==> src/rtl/arm_cond_pkg.sv <==
// ============================================================================
// Module : arm_cond_pkg
// Brief  : Condition-code enumeration and NZCV flag bit positions shared by
//          the conditional-execution stage.
// Rev    : 1.0  initial release
// ============================================================================
`default_nettype none

package arm_cond_pkg;

    typedef enum logic [3:0] {
        EQ = 4'b0000,
        NE = 4'b0001,
        CS = 4'b0010,
        CC = 4'b0011,
        MI = 4'b0100,
        PL = 4'b0101,
        VS = 4'b0110,
        VC = 4'b0111,
        HI = 4'b1000,
        LS = 4'b1001,
        GE = 4'b1010,
        LT = 4'b1011,
        GT = 4'b1100,
        LE = 4'b1101,
        AL = 4'b1110,
        NV = 4'b1111
    } cond_e;

    localparam int FLG_N = 3;
    localparam int FLG_Z = 2;
    localparam int FLG_C = 1;
    localparam int FLG_V = 0;

endpackage

`default_nettype wire

==> src/rtl/cond_check.sv <==
// ============================================================================
// Module : cond_check
// Brief  : Purely combinational evaluation of a 4-bit condition field against
//          the registered {N,Z,C,V} flags.
// Rev    : 1.0  initial release
// ============================================================================
`default_nettype none

module cond_check
    import arm_cond_pkg::*;
(
    input  logic [3:0] Cond,
    input  logic [3:0] Flags,
    output logic       cond_pass
);

    logic w_n, w_z, w_c, w_v;

    assign w_n = Flags[FLG_N];
    assign w_z = Flags[FLG_Z];
    assign w_c = Flags[FLG_C];
    assign w_v = Flags[FLG_V];

    always_comb begin
        cond_pass = 1'b0;
        case (cond_e'(Cond))
            EQ: cond_pass = w_z;
            NE: cond_pass = ~w_z;
            CS: cond_pass = w_c;
            CC: cond_pass = ~w_c;
            MI: cond_pass = w_n;
            PL: cond_pass = ~w_n;
            VS: cond_pass = w_v;
            VC: cond_pass = ~w_v;
            HI: cond_pass = w_c & ~w_z;
            LS: cond_pass = ~w_c | w_z;
            GE: cond_pass = (w_n == w_v);
            LT: cond_pass = (w_n != w_v);
            GT: cond_pass = ~w_z & (w_n == w_v);
            LE: cond_pass = w_z | (w_n != w_v);
            AL: cond_pass = 1'b1;
            NV: cond_pass = 1'b0;
            default: cond_pass = 1'b0;
        endcase
    end

endmodule

`default_nettype wire

==> src/rtl/cond_logic.sv <==
// ============================================================================
// Module : cond_logic
// Brief  : Conditional-execution stage: NZCV register, strobe gating and
//          optional exec/annul counters (enabled by macro COND_PERF_EN).
// Rev    : 1.0  initial release
// ============================================================================
`default_nettype none

module cond_logic
    import arm_cond_pkg::*;
#(
    parameter int         CNT_W     = 32,
    parameter logic [3:0] FLAGS_RST = 4'b0000
) (
    input  logic             clk,
    input  logic             reset_n,
    input  logic             en,
    input  logic [3:0]       Cond,
    input  logic [3:0]       ALUFlags,
    input  logic [1:0]       FlagW,
    input  logic             PCS,
    input  logic             RegW,
    input  logic             MemW,
    input  logic             NoWrite,
    output logic             PCSrc,
    output logic             RegWrite,
    output logic             MemWrite,
    output logic             CondEx,
    output logic [3:0]       Flags,
    output logic [CNT_W-1:0] exec_cnt,
    output logic [CNT_W-1:0] annul_cnt
);

    logic [3:0] flags_q, flags_d;
    logic       w_cond_pass;

    // Evaluated against registered flags so a same-cycle flag write only
    // affects the following instruction.
    cond_check u_cond_check (
        .Cond      (Cond),
        .Flags     (flags_q),
        .cond_pass (w_cond_pass)
    );

    assign CondEx   = en & w_cond_pass;
    assign PCSrc    = PCS  & CondEx;
    assign RegWrite = RegW & CondEx & ~NoWrite;
    assign MemWrite = MemW & CondEx;
    assign Flags    = flags_q;

    always_comb begin
        flags_d = flags_q;
        if (CondEx) begin
            if (FlagW[1]) begin
                flags_d[FLG_N] = ALUFlags[FLG_N];
                flags_d[FLG_Z] = ALUFlags[FLG_Z];
            end
            if (FlagW[0]) begin
                flags_d[FLG_C] = ALUFlags[FLG_C];
                flags_d[FLG_V] = ALUFlags[FLG_V];
            end
        end
    end

    always_ff @(posedge clk) begin
        if (!reset_n) begin
            flags_q <= FLAGS_RST;
        end else begin
            flags_q <= flags_d;
        end
    end

`ifdef COND_PERF_EN
    logic [CNT_W-1:0] exec_cnt_q,  exec_cnt_d;
    logic [CNT_W-1:0] annul_cnt_q, annul_cnt_d;

    // Saturating counters: hold at all-ones instead of wrapping.
    always_comb begin
        exec_cnt_d  = exec_cnt_q;
        annul_cnt_d = annul_cnt_q;
        if (en) begin
            if (CondEx) begin
                if (exec_cnt_q != {CNT_W{1'b1}}) begin
                    exec_cnt_d = exec_cnt_q + CNT_W'(1);
                end
            end else begin
                if (annul_cnt_q != {CNT_W{1'b1}}) begin
                    annul_cnt_d = annul_cnt_q + CNT_W'(1);
                end
            end
        end
    end

    always_ff @(posedge clk) begin
        if (!reset_n) begin
            exec_cnt_q  <= '0;
            annul_cnt_q <= '0;
        end else begin
            exec_cnt_q  <= exec_cnt_d;
            annul_cnt_q <= annul_cnt_d;
        end
    end

    assign exec_cnt  = exec_cnt_q;
    assign annul_cnt = annul_cnt_q;
`else
    assign exec_cnt  = '0;
    assign annul_cnt = '0;
`endif

endmodule

`default_nettype wire

==> config.mk <==
export PLATFORM = sky130hd
export DESIGN_NAME = cond_logic
export DESIGN_NICKNAME = d
export VERILOG_FILES = /design/src/rtl/arm_cond_pkg.sv /design/src/rtl/cond_check.sv /design/src/rtl/cond_logic.sv
export SDC_FILE = /design/constraint.sdc
export NUM_CORES = 1
export LEC_CHECK = 0
export CORE_MARGIN = 5
export CORE_UTILIZATION = 45
export CTS_BUF_LIST = sky130_fd_sc_hd__clkbuf_4
export DETAILED_ROUTE_END_ITERATION = 10
export DONT_BUFFER_PORTS = 1
export PLACE_DENSITY_LB_ADDON = 0.3
export SLEW_MARGIN = 25
export SYNTH_ARGS = -nofsm -noshare
export SYNTH_HDL_FRONTEND = slang
export SYNTH_HIERARCHICAL = 1
export SYNTH_SLANG_ARGS = --single-unit
==> constraint.sdc <==
create_clock -name clk -period 1.8 [get_ports clk]
set_input_delay 0.18 -clock clk [delete_from_list [all_inputs] [get_ports clk]]
set_output_delay 0.18 -clock clk [all_outputs]
set_load 0.02 [all_outputs]
# --- Yosys cells after proc, flatten, opt, wreduce, memory -nomap -nowiden ---
# Index checks and enable logic that the tools add are counted.
word_totals:
  in_bits: 17
  regBits: 4
  wordCells: 37
op_classes:
  n_mux: 1
  n_eq_ne: 17
  n_reduce_logical: 3
  bitwise_logic: 14
ops:
  columns: ["cell", "n"]
  rows:
  - ["$eq A4 B4 Y1 const B", 8]
  - ["$eq A4 B3 Y1 const B", 4]
  - ["$pmux W1 S16", 1]
  - ["$eq A4 B2 Y1 const B", 2]
  - ["$and A1 B1 Y1", 7]
  - ["$not A1 Y1", 5]
  - ["$eq A4 B1 Y1 const B", 1]
  - ["$logic_not A4 Y1", 1]
  - ["$reduce_and A2 Y1", 2]
  - ["$or A1 B1 Y1", 2]
  - ["$eq A1 B1 Y1", 1]
  - ["$ne A1 B1 Y1", 1]

# --- Depth between registers and ports, before layout ---
# Gate-level depths: netlist of the first run.
logic_depth:
  ltp_word: 6
  depth_mapped: 8

# --- Modules after synthesis ---
# The synthesis of the first run kept the hierarchy.
by_module_without_submodules:
  columns: ["module", "seq_area_each_um2", "area_per_inst_um2", "cells_each", "instances"]
  rows:
  - ["cond_logic", 80.1, 676.9, 88, 1]
  - ["cond_check", 0.0, 155.1, 23, 1]

# --- Worst setup path after synthesis of the first run ---
# Ideal clock, no wire load.
synth_timing:
  kind: "reg2out"
  startpoint: "register flags_q[3] (netlist: Flags[3])"
  endpoint: "output RegWrite"
  t_arrival_ns: 2.063
  required_time_ns: 1.620
  path_slack_ns: -0.443
  stages_incl_launch_ff: 8
  n_path_buf: 0
  path_cell_list: "dfxtp_1 xor2_1 xor2_1 a2111oi_1 a311oi_1 o22ai_1 and2_1 and3b_1"
synth_via:
  elab_chain_cells: 6
  elab_cells_between_ends: 9
  cone_classes: "eq/ne: 2; mux: 1; bitwise: 6"
synth_lines:
  columns: ["element", "line", "rtl"]
  rows:
  - ["from (decl)", "cond_logic.sv:34", "logic [3:0] flags_q, flags_d;"]
  - ["from (signal assigned)", "cond_logic.sv:69", "flags_q <= flags_d;"]
  - ["$ne A1 B1 Y1 or $eq A1 B1 Y1 (tied branches)", null, null]
  - ["$or A1 B1 Y1 or $and A1 B1 Y1 (tied branches)", "cond_check.sv:40, cond_check.sv:39", null]
  - ["$pmux W1 S16 (*)", "cond_check.sv:26", "case (cond_e'(Cond))"]
  - ["via w_cond_pass", "cond_logic.sv:35", "logic w_cond_pass;"]
  - ["$and A1 B1 Y1 (*)", "cond_logic.sv:45", "assign CondEx = en & w_cond_pass;"]
  - ["via CondEx", "cond_logic.sv:28", "output logic CondEx,"]
  - ["$and A1 B1 Y1 (*) (2 in series)", "cond_logic.sv:47", "assign RegWrite = RegW & CondEx & ~NoWrite;"]
  - ["to (decl)", "cond_logic.sv:26", "output logic RegWrite,"]
# Mark *: on every way through the listed nets, which the timed path passes. The rest lies on a longest branch.

# --- Worst setup path after layout of the first run ---
layout_timing:
  startpoint: "register flags_q[0] (netlist: Flags[0])"
  endpoint: "output RegWrite"
layout_via:
  elab_chain_cells: 6
  elab_cells_between_ends: 9
  cone_classes: "eq/ne: 2; mux: 1; bitwise: 6"
layout_lines:
  columns: ["element", "line"]
  rows:
  - ["$ne A1 B1 Y1 or $eq A1 B1 Y1 (tied branches)", null]
  - ["$or A1 B1 Y1 or $and A1 B1 Y1 (tied branches)", "cond_check.sv:40, cond_check.sv:39"]
  - ["$pmux W1 S16 (*)", "cond_check.sv:26"]
  - ["via w_cond_pass", "cond_logic.sv:35"]
  - ["$and A1 B1 Y1 (*)", "cond_logic.sv:45"]
  - ["$and A1 B1 Y1 (*) (2 in series)", "cond_logic.sv:47"]
# Marks and branches as above.

==> results of run 1 <==
cells in the final DEF (no fill, tap or decap), drive strengths merged:
cell type,synthesis,layout
a2111oi,1,1
a211oi,1,1
a21oi,3,3
a311oi,1,1
and2,1,1
and3,2,2
and3b,1,1
buf,65,9
clkbuf,2,4
conb,1,64
dfxtp,4,4
inv,1,1
mux2i,5,5
nand2,8,8
nand2b,1,1
nand3,2,2
nor2,2,2
nor2b,1,1
nor3,1,1
nor4b,1,1
o21ai,1,1
o22a,1,1
o22ai,1,1
xnor2,1,1
xor2,3,3
cell type report:
cell class / instances / area share (%)
flip-flops and latches: 4 / 11.1
repair buffers: 9 / 9.82
clock buffers: 4 / 3.93
well taps: 25 / 4.09
multi-input cells: 102 / 70.5
inverters: 1 / 0.491
worst max path at each step:
stage	startpoint	end	slack [ps]	depth (start not counted)
2_1_floorplan	Flags[0]	RegWrite	-180	7
3_3_place_gp	Flags[0]	RegWrite	-100	7
3_5_place_dp	Flags[0]	RegWrite	-100	7
4_1_cts	Flags[0]	RegWrite	-350	7
5_1_grt	Flags[0]	RegWrite	-450	7
6_report	Flags[0]	RegWrite	-300	7
stage by stage:
stage	setup WS, ps	hold WS, ps
6_report	-297	78.3
5_1_grt	-448	84.3
4_1_cts	-354	69.7
3_5_place_dp	-95.2	325
3_3_place_gp	-105	315
2_1_floorplan	-181	308
per-layer routing:
layer	vias to the layer above	part of all wire, %	GRT usage [%]
met5	-	0	0
met4	0	0	6.81
met3	0	22	2.82
met2	49	49	15.7
met1	212	29	8.26
li1	246	-	-
power groups by stage:
stage	clock network, mW	logic, mW	registers, mW
5_1_grt	0.147	0.236	0.0962
6_report	0.137	0.219	0.0956
4_1_cts	0.143	0.219	0.0956
3_5_place_dp	0	0.193	0.0970
2_1_floorplan	0	0.280	0.103
3_3_place_gp	0	0.192	0.0969
cell families (layout without fill, tap and decap cells):
logic type,Yosys count,count (layout),synth area share (%)
other cells,1,64,0.451
compound gates,9,9,7.37
mux,5,5,6.02
simple gates,20,20,12.2
flops,4,4,9.62
buf+inv,68,14,60.1
xor+xnor,4,4,4.21
worst max-delay path, stage by stage, from the launching register on:
cell	delay, ps
dfxtp_4	340
xor2_2	170
xor2_1	150
a2111oi_2	300
a311oi_1	80
o22ai_1	200
and2_4	180
and3b_2	250
what timing repair did:
action	in CTS	in global routing
endpoints found under the setup margin	8	8
pin swaps	1	0
buffers inserted	3	0
gates resized for setup	9	1
==> metrics.json, run 1 <==
{
  "status": {
    "run_status": "finished with violations",
    "violations": "setup timing"
  },
  "hold_path": {
    "hold_path_startpoint": "ALUFlags[0]",
    "min-delay-path-class": "in -> reg",
    "hold_depth": 2,
    "hold_path_end": "Flags[0]"
  },
  "route": {
    "routed-via-count": 507,
    "detail_route.iter0.violations": 4,
    "drt-total-wl_mm": 1.42,
    "route.detailed.vias_per_inst": 3.50,
    "routed_wire_length_per_instance_um": 9.80,
    "route.antenna.remaining_nets": 0,
    "drt_first_pass_iters": 4,
    "post-route-drc-count": 0
  },
  "placement": {
    "io_buffers": 0,
    "placed_cell_count": 139,
    "dp_hpwl_mm": 1.26,
    "place_congestion": 0.660,
    "postPlaceCellArea_um2": 674
  },
  "cells_and_area": {
    "fin_cells": 145,
    "drive_above_1_share_pct": 19.2,
    "seqCellArea_um2": 85.1,
    "number_of_inserted_filler_cells_in_the_final_layout": 189,
    "design_area_um2": 764,
    "antenna_diode_count": 0,
    "multiInputGateArea_um2": 539,
    "finish.net_count": 138,
    "final_util_pct": 43.8,
    "area_delta_synth_final_pct": -8.12,
    "number_of_flip_flops_under_the_largest_register_name": 4
  },
  "pwr": {
    "gate_power_share_pct": 48.5,
    "leakagePower_nw": 0.434,
    "sw_pwr_mw": 0.209,
    "power_frac_seq_pct": 21.2,
    "clkPwrFrac_pct": 30.3,
    "sw_ratio_pct": 46.2,
    "pwr_total_mw": 0.452,
    "intPower_mw": 0.243,
    "power.density_cell_area_nw_per_um2": 591,
    "max-vdd-ir-drop_mv": 0.333
  },
  "synth": {
    "most_common_cell_in_the_netlist": "buf_4",
    "share_of_synthesized_area_occupied_by_flip_flops_and_latches_pct": 9.62,
    "synth-edff-count": 0,
    "yosys.area.top_type_share_pct": 58.6,
    "synthesis.area_um2": 832,
    "synth_common_cells": "65 x buf_4, 8 x nand2_1, 5 x mux2i_1",
    "synth-seq-cells": 4,
    "ys.warnings.count": 6,
    "post_synth.cell_area_avg_um2": 7.50,
    "ys_top_cells_by_area": "buf_4 59%, dfxtp_1 9.6%, mux2i_1 6.0%",
    "most_frequently_used_flop_master_after_synthesis": "dfxtp_1",
    "synth_async_sr_flop_share_pct": 0,
    "cell_count_after_synthesis": 111,
    "synth.largest_area_cell": "buf_4",
    "yosysUniqueCellTypes": 26
  },
  "clocking": {
    "cts_hold_buffers": 0,
    "clock_latency_ps": 240,
    "clock_tree.buffer_depth": 2,
    "clk_pin_slew_ps": 40,
    "clock_buffers_created_by_tritoncts": 3,
    "clock_sink_count": 4,
    "cts-htree-levels": 1,
    "cts_root_buffer": "clkbuf_4",
    "cts_tree": "built"
  },
  "grt": {
    "number_of_global_route_vias_before_repair": 426,
    "first_pass_grt_wire_length_mm": 1.79,
    "grt_max_degree": 9,
    "antenna_found_initial": 0,
    "gr-total-overflow": 0,
    "total_global_routing_track_utilization_pct": 8.84
  },
  "sta": {
    "final.period_utilization_pct": 117,
    "min_period_ps": 2100,
    "post_route_skew_ps": 5.48,
    "timing.final.ws_setup_ps": -297,
    "fin_hold_viols": 0,
    "slew_violations": 0,
    "grt_setup_unrepaired": "yes",
    "post_route_setup_tns_ps": -1140,
    "max_freq_mhz": 477,
    "setup_viol": 8
  },
  "setup_path": {
    "rr_startpoint": "Flags[0]",
    "start_to_end_type_of_the_worst_setup_path": "reg -> out",
    "timing.critical_path.from_type": "register",
    "worst_setup_path_end_kind": "output port",
    "ff2ff_setup_slack_ps": -30,
    "cp_max_fo": 2,
    "worstReg2RegEnd": "Flags[3]",
    "cp.required_ps": 1620,
    "worst_ep_arrival_time_ps": 1920,
    "worstRegToRegCells": 9
  },
  "die": {
    "die_w_um": 53,
    "placement_rows": 15,
    "floorplan.initialDensity_pct": 47.7,
    "core_footprint_um2": 1750,
    "die_area_um2": 2810,
    "design.portCount": 89,
    "die-height_um": 53
  },
  "job": {
    "max_cap_violation_count": 0
  }
}
No activity file was read; power rests on OpenSTA's default activity.
==> run 2: changes to the inputs <==
CTS_BUF_LIST = not set   (was sky130_fd_sc_hd__clkbuf_4)
==> run 2 against run 1 <==
The run still ends with setup timing left. Flip-flop and latch count is the same. Combinational power is essentially flat. Worst setup slack gained 0.63 ps. Die area is the same. Clock-buffer cell count is the same. Cell count is the same. Hold slack gained 0.96 ps.
==> metrics.json, run 2 (synthesis results as in run 1) <==
{
  "status": {
    "run_status": "finished with violations",
    "violations": "setup timing"
  },
  "clocking": {
    "clock_tree.buffer_depth": {"value": 2, "change": "unchanged"},
    "cts_hold_buffers": {"value": 0, "change": "unchanged"},
    "clock_buffers_created_by_tritoncts": {"value": 3, "change": "unchanged"},
    "cts_root_buffer": "clkbuf_4",
    "clk_pin_slew": {"value": 40, "unit": "ps", "change": "about the same"},
    "clock_latency": {"value": 240, "unit": "ps", "change": "about the same"},
    "cts_tree": "built",
    "clock_sink_count": {"value": 4, "change": "unchanged"},
    "cts-htree-levels": {"value": 1, "change": "unchanged"}
  },
  "die": {
    "design.portCount": {"value": 89, "change": "unchanged"},
    "die-height": {"value": 53, "unit": "um", "change": "unchanged"},
    "core_footprint": {"value": 1750, "unit": "um^2", "change": "unchanged"},
    "placement_rows": {"value": 15, "change": "unchanged"},
    "floorplan.initialDensity": {"value": 47.7, "unit": "%", "change": "unchanged"},
    "die_w": {"value": 53, "unit": "um", "change": "unchanged"},
    "die_area": {"value": 2810, "unit": "um^2", "change": "unchanged"}
  },
  "grt": {
    "grt_max_degree": {"value": 9, "change": "unchanged"},
    "total_global_routing_track_utilization": {"value": 8.84, "unit": "%", "change": "unchanged"},
    "first_pass_grt_wire_length": {"value": 1.79, "unit": "mm", "change": "unchanged"},
    "gr-total-overflow": {"value": 0, "change": "unchanged"},
    "antenna_found_initial": {"value": 0, "change": "unchanged"},
    "number_of_global_route_vias_before_repair": {"value": 426, "change": "unchanged"}
  },
  "cells_and_area": {
    "antenna_diode_count": {"value": 0, "change": "unchanged"},
    "drive_above_1_share": {"value": 18.3, "unit": "%", "change": "-0.83 points"},
    "design_area": {"value": 761, "unit": "um^2", "change": "-0.49%"},
    "final_util": {"value": 43.6, "unit": "%", "change": "-0.22 points"},
    "finish.net_count": {"value": 138, "change": "unchanged"},
    "final_cell_mix": "64 x conb_1, 8 x nand2_1, 7 x buf_4, 5 x mux2i_1",
    "number_of_flip_flops_under_the_largest_register_name": {"value": 4, "change": "unchanged"},
    "number_of_inserted_filler_cells_in_the_final_layout": {"value": 189, "change": "unchanged"},
    "final_common_cell": "conb_1",
    "area_delta_synth_final_pct": -8.57
  },
  "setup_path": {
    "cp.required": {"value": 1620, "unit": "ps", "change": "about the same"},
    "ff2ff_setup_slack": {"value": -30, "unit": "ps", "change": "about the same"},
    "worst_setup_path_end_kind": "output port",
    "cp_max_fo": {"value": 2, "change": "unchanged"},
    "worst_ep_arrival_time": {"value": 1920, "unit": "ps", "change": "about the same"},
    "start_to_end_type_of_the_worst_setup_path": "reg -> out",
    "timing.critical_path.from_type": "register"
  },
  "sta": {
    "final.period_utilization": {"value": 116, "unit": "%", "change": "about the same"},
    "fin_hold_viols": {"value": 0, "change": "unchanged"},
    "setup_viol": {"value": 8, "change": "unchanged"},
    "grt_setup_unrepaired": "yes",
    "max_freq": {"value": 477, "unit": "MHz", "change": "about the same"},
    "post_route_skew": {"value": 5.01, "unit": "ps", "change": "-0.471 ps"},
    "fin_hold_ws": {"value": 79.3, "unit": "ps", "change": "+0.958 ps"},
    "slew_violations": {"value": 0, "change": "unchanged"},
    "min_period": {"value": 2100, "unit": "ps", "change": "-0.626 ps"},
    "timing.final.ws_setup": {"value": -296, "unit": "ps", "change": "+0.626 ps"}
  },
  "job": {
    "max_cap_violation_count": {"value": 0, "change": "unchanged"}
  },
  "pwr": {
    "leakagePower": {"value": 0.431, "unit": "nW", "change": "-0.79%"},
    "max-vdd-ir-drop": {"value": 0.306, "unit": "mV", "change": "-8.1%"},
    "power.density_cell_area": {"value": 574, "unit": "nW/um^2", "change": "-2.9%"},
    "pwr_total": {"value": 0.437, "unit": "mW", "change": "-3.4%"}
  },
  "placement": {
    "dp_worst_setup_slack": {"value": -95.2, "unit": "ps", "change": "unchanged"},
    "io_buffers": {"value": 0, "change": "unchanged"},
    "postPlaceCellArea": {"value": 674, "unit": "um^2", "change": "unchanged"},
    "dp_hpwl": {"value": 1.26, "unit": "mm", "change": "unchanged"},
    "place_congestion": {"value": 0.660, "change": "unchanged"}
  },
  "hold_path": {
    "min-delay-path-class": "in -> reg"
  },
  "route": {
    "post-route-drc-count": {"value": 0, "change": "unchanged"},
    "drt_first_pass_iters": {"value": 4, "change": "unchanged"},
    "route.antenna.remaining_nets": {"value": 0, "change": "unchanged"},
    "routed-via-count": {"value": 507, "change": "unchanged"},
    "drt-total-wl": {"value": 1.42, "unit": "mm", "change": "unchanged"},
    "detail_route.iter0.violations": {"value": 4, "change": "unchanged"},
    "route.detailed.vias_per_inst": {"value": 3.50, "change": "unchanged"},
    "routed_wire_length_per_instance": {"value": 9.80, "unit": "um", "change": "unchanged"}
  }
}
-- run 2: final cells by class --
cell class	instances	area, um^2	share of cell area, %
multi-input cells	102	539	70.9
repair buffers	9	75.1	9.87
flip-flops and latches	4	85.1	11.2
well taps	25	31.3	4.11
clock buffers	4	26.3	3.45
inverters	1	3.75	0.493
-- run 2: path summary, 6_finish.rpt --
path / start / endpoint / cells after the start
hold reg to reg: Flags[2] / Flags[2] / 3
hold / removal: ALUFlags[0] / Flags[0] / 2
setup / recovery: Flags[0] / RegWrite / 7
setup reg to reg: Flags[0] / Flags[3] / 9
-- run 2: critical path: stages, from the launching register on --
cell,delay (ps)
dfxtp_4,340
xor2_2,170
xor2_1,150
a2111oi_2,300
a311oi_1,80
o22ai_1,200
and2_4,180
and3b_2,250
-- run 2: metal layers --
layer / routed length, um / GRT usage (%) / share of wire [%]
met1: 410 / 8.26 / 29
met2: 701 / 15.7 / 49
met3: 309 / 2.82 / 22
met4: 0 / 6.81 / 0
met5: 0 / 0 / 0
-- run 2: what timing repair did --
action                     in CTS  in global routing
setup buffers                   3                  0
setup endpoints to repair       8                  8
pin swaps                       1                  0
gates resized for setup         9                  1
-- run 2: where the power goes --
part / leakage, nW / total (mW) / internal (mW) / switching (mW)
Combinational: 0.382 / 0.219 / 0.0528 / 0.167
Sequential: 0.0337 / 0.0957 / 0.0922 / 0.00343
Clock: 0.0150 / 0.122 / 0.0833 / 0.0384
-- run 2: through the flow --
stage	std cells	setup TNS (ps)
floorplan	174	-181
global placement	139	-428
detailed placement	139	-357
CTS	146	-1830
global route	145	-2400
finish	145	-1140
